$ cat config.mk
export PLATFORM = sky130hd
export DESIGN_NAME = rx_frame_decoder
export DESIGN_NICKNAME = d
export VERILOG_FILES = /design/src/rtl/rx_frame_decoder.sv
export SDC_FILE = /design/constraint.sdc
export NUM_CORES = 1
export LEC_CHECK = 0
export ABC_AREA = 1
export CAP_MARGIN = 25
export CORE_ASPECT_RATIO = 1.4
export CORE_MARGIN = 2
export CORE_UTILIZATION = 55
export CTS_BUF_LIST = sky130_fd_sc_hd__clkbuf_4 sky130_fd_sc_hd__clkbuf_8 sky130_fd_sc_hd__clkbuf_16
export DETAILED_ROUTE_END_ITERATION = 16
export GPL_TIMING_DRIVEN = 0
export MAX_ROUTING_LAYER = met4
export PLACE_DENSITY = 0.82
export RECOVER_POWER = 25
export SLEW_MARGIN = 20
export SYNTH_ARGS = -nofsm -noshare
export SYNTH_HDL_FRONTEND = slang
export SYNTH_SLANG_ARGS = --single-unit
$ cat constraint.sdc
create_clock -name clk -period 2.23 [get_ports clk]
set_input_delay 0.223 -clock clk [delete_from_list [all_inputs] [get_ports clk]]
set_output_delay 0.223 -clock clk [all_outputs]
set_load 0.02 [all_outputs]
$ cat src/rtl/rx_frame_decoder.sv
// Frame delineation and validation for the received byte stream: assembles
// {header, payload} command words, hands them off over valid/ready, and keeps saturating status counters.
module rx_frame_decoder #(
    parameter logic [3:0] HDR_NIBBLE    = 4'hF,
    parameter int         PAYLOAD_BYTES = 3,
    parameter int         CNT_W         = 16
) (
    input  logic                         clk,
    input  logic                         rst_n,
    input  logic [7:0]                   Q,
    input  logic                         nRx,
    output logic [8+8*PAYLOAD_BYTES-1:0] cmd_data,
    output logic                         cmd_valid,
    input  logic                         cmd_ready,
    output logic [CNT_W-1:0]             frame_cnt,
    output logic [CNT_W-1:0]             hdr_err_cnt,
    output logic [CNT_W-1:0]             short_err_cnt,
    output logic [CNT_W-1:0]             long_err_cnt,
    output logic [CNT_W-1:0]             ovf_cnt
);

    localparam int DATA_W = 8 + 8*PAYLOAD_BYTES;
    localparam int BC_W   = $clog2(PAYLOAD_BYTES + 1);
    localparam logic [BC_W-1:0] LAST_IDX = BC_W'(PAYLOAD_BYTES - 1);

    typedef enum logic [1:0] {IDLE, PAYLOAD, CHECK_END, DROP} state_t;

    state_t            r_state;
    logic [BC_W-1:0]   r_byte_cnt;
    logic [DATA_W-1:0] r_asm;
    logic [DATA_W-1:0] r_cmd_data;
    logic              r_cmd_valid;
    logic [CNT_W-1:0]  r_frame_cnt;
    logic [CNT_W-1:0]  r_hdr_err_cnt;
    logic [CNT_W-1:0]  r_short_err_cnt;
    logic [CNT_W-1:0]  r_long_err_cnt;
    logic [CNT_W-1:0]  r_ovf_cnt;

    logic w_commit;
    logic w_load;

    // A commit may only replace the held word if the slot is empty or being drained this cycle.
    assign w_commit = (r_state == CHECK_END) && nRx;
    assign w_load   = w_commit && (!r_cmd_valid || cmd_ready);

    function automatic logic [CNT_W-1:0] sat_inc(input logic [CNT_W-1:0] v);
        return (&v) ? v : v + CNT_W'(1);
    endfunction

    // NOTE: every register here is updated with <= so all state advances from the same pre-edge values.
    always_ff @(posedge clk or negedge rst_n) begin
        if (!rst_n) begin
            r_state         <= IDLE;
            r_byte_cnt      <= '0;
            r_asm           <= '0;
            r_cmd_data      <= '0;
            r_cmd_valid     <= 1'b0;
            r_frame_cnt     <= '0;
            r_hdr_err_cnt   <= '0;
            r_short_err_cnt <= '0;
            r_long_err_cnt  <= '0;
            r_ovf_cnt       <= '0;
        end else begin
            case (r_state)
                IDLE: begin
                    if (!nRx) begin
                        if (Q[7:4] == HDR_NIBBLE) begin
                            r_asm      <= {{(DATA_W-8){1'b0}}, Q};
                            r_byte_cnt <= '0;
                            r_state    <= PAYLOAD;
                        end else begin
                            r_hdr_err_cnt <= sat_inc(r_hdr_err_cnt);
                            r_state       <= DROP;
                        end
                    end
                end
                PAYLOAD: begin
                    if (!nRx) begin
                        r_asm      <= {r_asm[DATA_W-9:0], Q};
                        r_byte_cnt <= r_byte_cnt + BC_W'(1);
                        if (r_byte_cnt == LAST_IDX) begin
                            r_state <= CHECK_END;
                        end
                    end else begin
                        r_short_err_cnt <= sat_inc(r_short_err_cnt);
                        r_state         <= IDLE;
                    end
                end
                CHECK_END: begin
                    if (nRx) begin
                        r_frame_cnt <= sat_inc(r_frame_cnt);
                        r_state     <= IDLE;
                    end else begin
                        r_long_err_cnt <= sat_inc(r_long_err_cnt);
                        r_state        <= DROP;
                    end
                end
                DROP: begin
                    if (nRx) begin
                        r_state <= IDLE;
                    end
                end
                default: r_state <= IDLE;
            endcase

            if (w_load) begin
                r_cmd_data  <= r_asm;
                r_cmd_valid <= 1'b1;
            end else if (w_commit) begin
                r_ovf_cnt <= sat_inc(r_ovf_cnt);
            end else if (r_cmd_valid && cmd_ready) begin
                r_cmd_valid <= 1'b0;
            end
        end
    end

    assign cmd_data      = r_cmd_data;
    assign cmd_valid     = r_cmd_valid;
    assign frame_cnt     = r_frame_cnt;
    assign hdr_err_cnt   = r_hdr_err_cnt;
    assign short_err_cnt = r_short_err_cnt;
    assign long_err_cnt  = r_long_err_cnt;
    assign ovf_cnt       = r_ovf_cnt;

endmodule

==> summary.md <==
| Metric | Value |
|---|---|
| Synth Instances | `about 1000` |
| Syn Area/Cell | `about 7.5 um^2` |
| Drt total wl | `between 15 and 20 mm` |
| FFs w/ async S/R, synth | `1.00` |
| CTS Sinks | `149` |
| First-pass GRT wire length | `30.8 mm` |
| Fin util | `0.720` |
| Share of cells above drive strength 1 | `0.0712` |
| Status | `completed` |
| Nets | `~1200` |
| Num rows | `50` |
| Worst setup SP type | `flip-flop` |
| H-tree depth | `4` |
| TritonCTS buffer count | `17` |
| Fin cells | `1347` |
| DRC viols | `0` |
| Period minus WS final | `1.87 ns` |
| Synth area leaders | `dfrtp_1 (49%), nand2_1 (21%), nand3_1 (4.4%)` |
| Top cells by count, synth | `nand2_1 (429), dfrtp_1 (149), inv_1 (89)` |
| Crit-path cells | `ha_1, nand3_2, clkinv_1, nand2_2, nor2_1, nor2_2, buf_2, nand2_1, nand2_1` |
| Cell Pwr Density | `between 800 and 900 nW/um^2` |
| Worst slack, placed | `0.123 ns` |
| Hold_ws | `slightly above 0.3 ns` |
| Post-synth cell types | `27` |
| Most common cell in the netlist | `nand2_1` |
| Number of synthesized flops with an enable pin | `0` |
| Initial Util | `0.565` |
| Clock skew | `around 0.016 ns` |
| Worst-Margin Slew | `approximately 0.52 ns` |
| Ys Warns | `0` |
| DR pass1 iterations | `4` |
| Static Leak | `approximately 4.4 nW` |
| Largest net degree at the start of global routing | `93` |
| Period utilization | `0.839` |
| Placed insts | `between 1000 and 1500` |
| CTS tree | `yes` |
| Synth Flop Type | `dfrtp_1` |
| Initial antenna violation count | `0` |
| Die Footprint | `about 15000 um^2` |
| Slowest stage delay, CP | `~0.46 ns` |
| HPWL after DPL | `~13 mm` |
| Max_cap viols | `0` |
| Setup violators final | `0` |
| Layout area overhead | `27.5%` |
| Clock root buffer | `clkbuf_16` |
| Resized Gates After CTS | `0` |
| Netlist Area Pre-Place | `~7600 um^2` |
| Pwr Total | `between 8 and 9 mW` |
| Req. time, crit path | `2.59 ns` |
| Slew HR | `0.655` |
| RePlAce Congestion | `0.912` |
| Port bufs | `around 120` |
| # IOs | `125` |
| Fin. Hold Viols | `0` |
| Seq cells post-synth | `between 100 and 150` |
| Via/cell ratio | `between 5 and 6` |
| Die X | `103 um` |
| Fill count | `approximately 1100` |
| Later-pin clock latency in the skew report | `roughly 0.43 ns` |
| Achievable frequency | `approximately 530 MHz` |
| Grt total ovfl | `0` |
| Slew Viols, Final | `0` |
| Critical-path top delay cell | `dfrtp_1` |
| Arr. time, crit path | `roughly 2.2 ns` |
| Crit. End Element | `flip-flop` |
| Drt initial violations | `between 300 and 400` |
| Total number of vias | `between 6000 and 7000` |
| Die height | `between 100 and 150 um` |
| Crit-path max FO | `10` |
| Routed length per instance | `roughly 14 um` |
| Routed Antenna Nets | `0` |
| Top cell by count, worst path | `nand2_1` |
| Peak VDD IR | `about 0.64 mV` |
| Syn Nets | `roughly 1000` |
| GRT Util Overall | `0.272` |
| Setup Crit Path Kind | `flip-flop to flip-flop` |
| RSZ-0062 raised after global routing | `false` |
| Clock transition at path regs | `approximately 0.07 ns` |
| Diode count | `0` |
| Cell taking the most area after synthesis | `dfrtp_1` |
| Vias in the first global route | `6545` |
| Final setup margin | `around 0.36 ns` |
| Tightest Hold Check Type | `input port to asynchronous set/reset pin` |
| Seq/Total Area, Yosys | `0.491` |
| Core box area | `~13000 um^2` |
| Yosys top cell area share | `0.491` |
| Longest Clk Path Bufs | `2` |
## flip-flops by register name (all words and copies together), names as in the netlist
signal / cells
ovf_cnt: 16
hdr_err_cnt: 16
r_byte_cnt: 2
cmd_data: 32
frame_cnt: 16
r_state: 2
long_err_cnt: 16
r_asm: 32
short_err_cnt: 16
cmd_valid: 1
## area by class of cell
cell class                 instances  area, um^2  area share
sequential                       149        3730       0.385
multi-input combinational        736        3330       0.344
timing repair buffer             126        1280       0.133
clock buffer                      17         425      0.0439
inverter                          97         365      0.0377
tap                              182         228      0.0235
buffer                            25         160      0.0165
clock inverter                    15         155      0.0160
## what timing repair did
| action | 4_1_cts | 5_1_grt |
|---|---|---|
| hold buffers | 1 | 0 |
| buffers inserted | 0 | 0 |
| hold endpoints to repair | 57 | 0 |
## final timing paths
kind,startpoint,to,slack (ns),cells past startpoint
max in group asynchronous,rst_n,r_byte_cnt[0],1.11,3
hold reg to reg,r_asm[27],cmd_data[27],0.47,2
min in group clk,Q[1],r_asm[1],0.34,3
setup / recovery,hdr_err_cnt[0],hdr_err_cnt[8],0.36,9
setup reg to reg,hdr_err_cnt[0],hdr_err_cnt[8],0.36,9
hold / removal,rst_n,ovf_cnt[7],0.31,2
## metal layers
layer,routed length (um),part of all wire,vias up,track usage
met5,0,0,-,-
met4,331,0.018,0,0.0886
met3,940,0.051,38,0.0553
met2,9740,0.52,194,0.463
met1,7600,0.41,3275,0.321
li1,-,-,3469,-
## worst max-delay path: cells and delay by family (launching register included)
family | cells | cell delay, ns
flops | 1 | 0.46
fa+ha+maj | 1 | 0.30
simple gates | 6 | 0.68
buf+inv | 2 | 0.38
## stage by stage
step / cell area (um^2) / setup TNS, ns
floorplan: 7590 / 0
global placement: 9060 / -764.67
detailed placement: 9090 / 0
CTS: 9690 / 0
global route: 9680 / 0
finish: 9680 / 0
## layout by cell type, fill, tap and decap left out, types with 3 or more instances in the layout
cell and n:
clkdlybuf4s50_1 123, inv_8 6, inv_2 6, xor2_1 7, nand3_2 3, nor2_1 83, nor2_2 11, dfrtp_1 149
nand3b_1 3, nand2_1 429, xnor2_1 22, o22ai_1 14, o21ai_0 32, inv_1 89, nand3_1 68, inv_6 4
nor2_4 3, nand4_1 23, buf_6 7, clkbuf_16 17, buf_2 11, clkbuf_1 5, nand2_2 4, o21ai_1 24
ha_1 6
## report_power, final
part           switching, mW  total [mW]  internal (mW)
Clock                   1.31        2.80           1.50
Sequential             0.448        3.64           3.19
Combinational           1.27        2.26          0.995
Total                   3.02        8.71           5.68
## kinds of logic (layout without fill, tap and decap cells)
family	Yosys count	after routing	share of synthesized area
flops	149	149	0.491
compound gates	73	73	0.0539
fa+ha+maj	6	6	0.00989
xor+xnor	29	29	0.0334
buf+inv	122	280	0.0692
simple gates	628	628	0.343
Power figures use the tool's default switching activity.
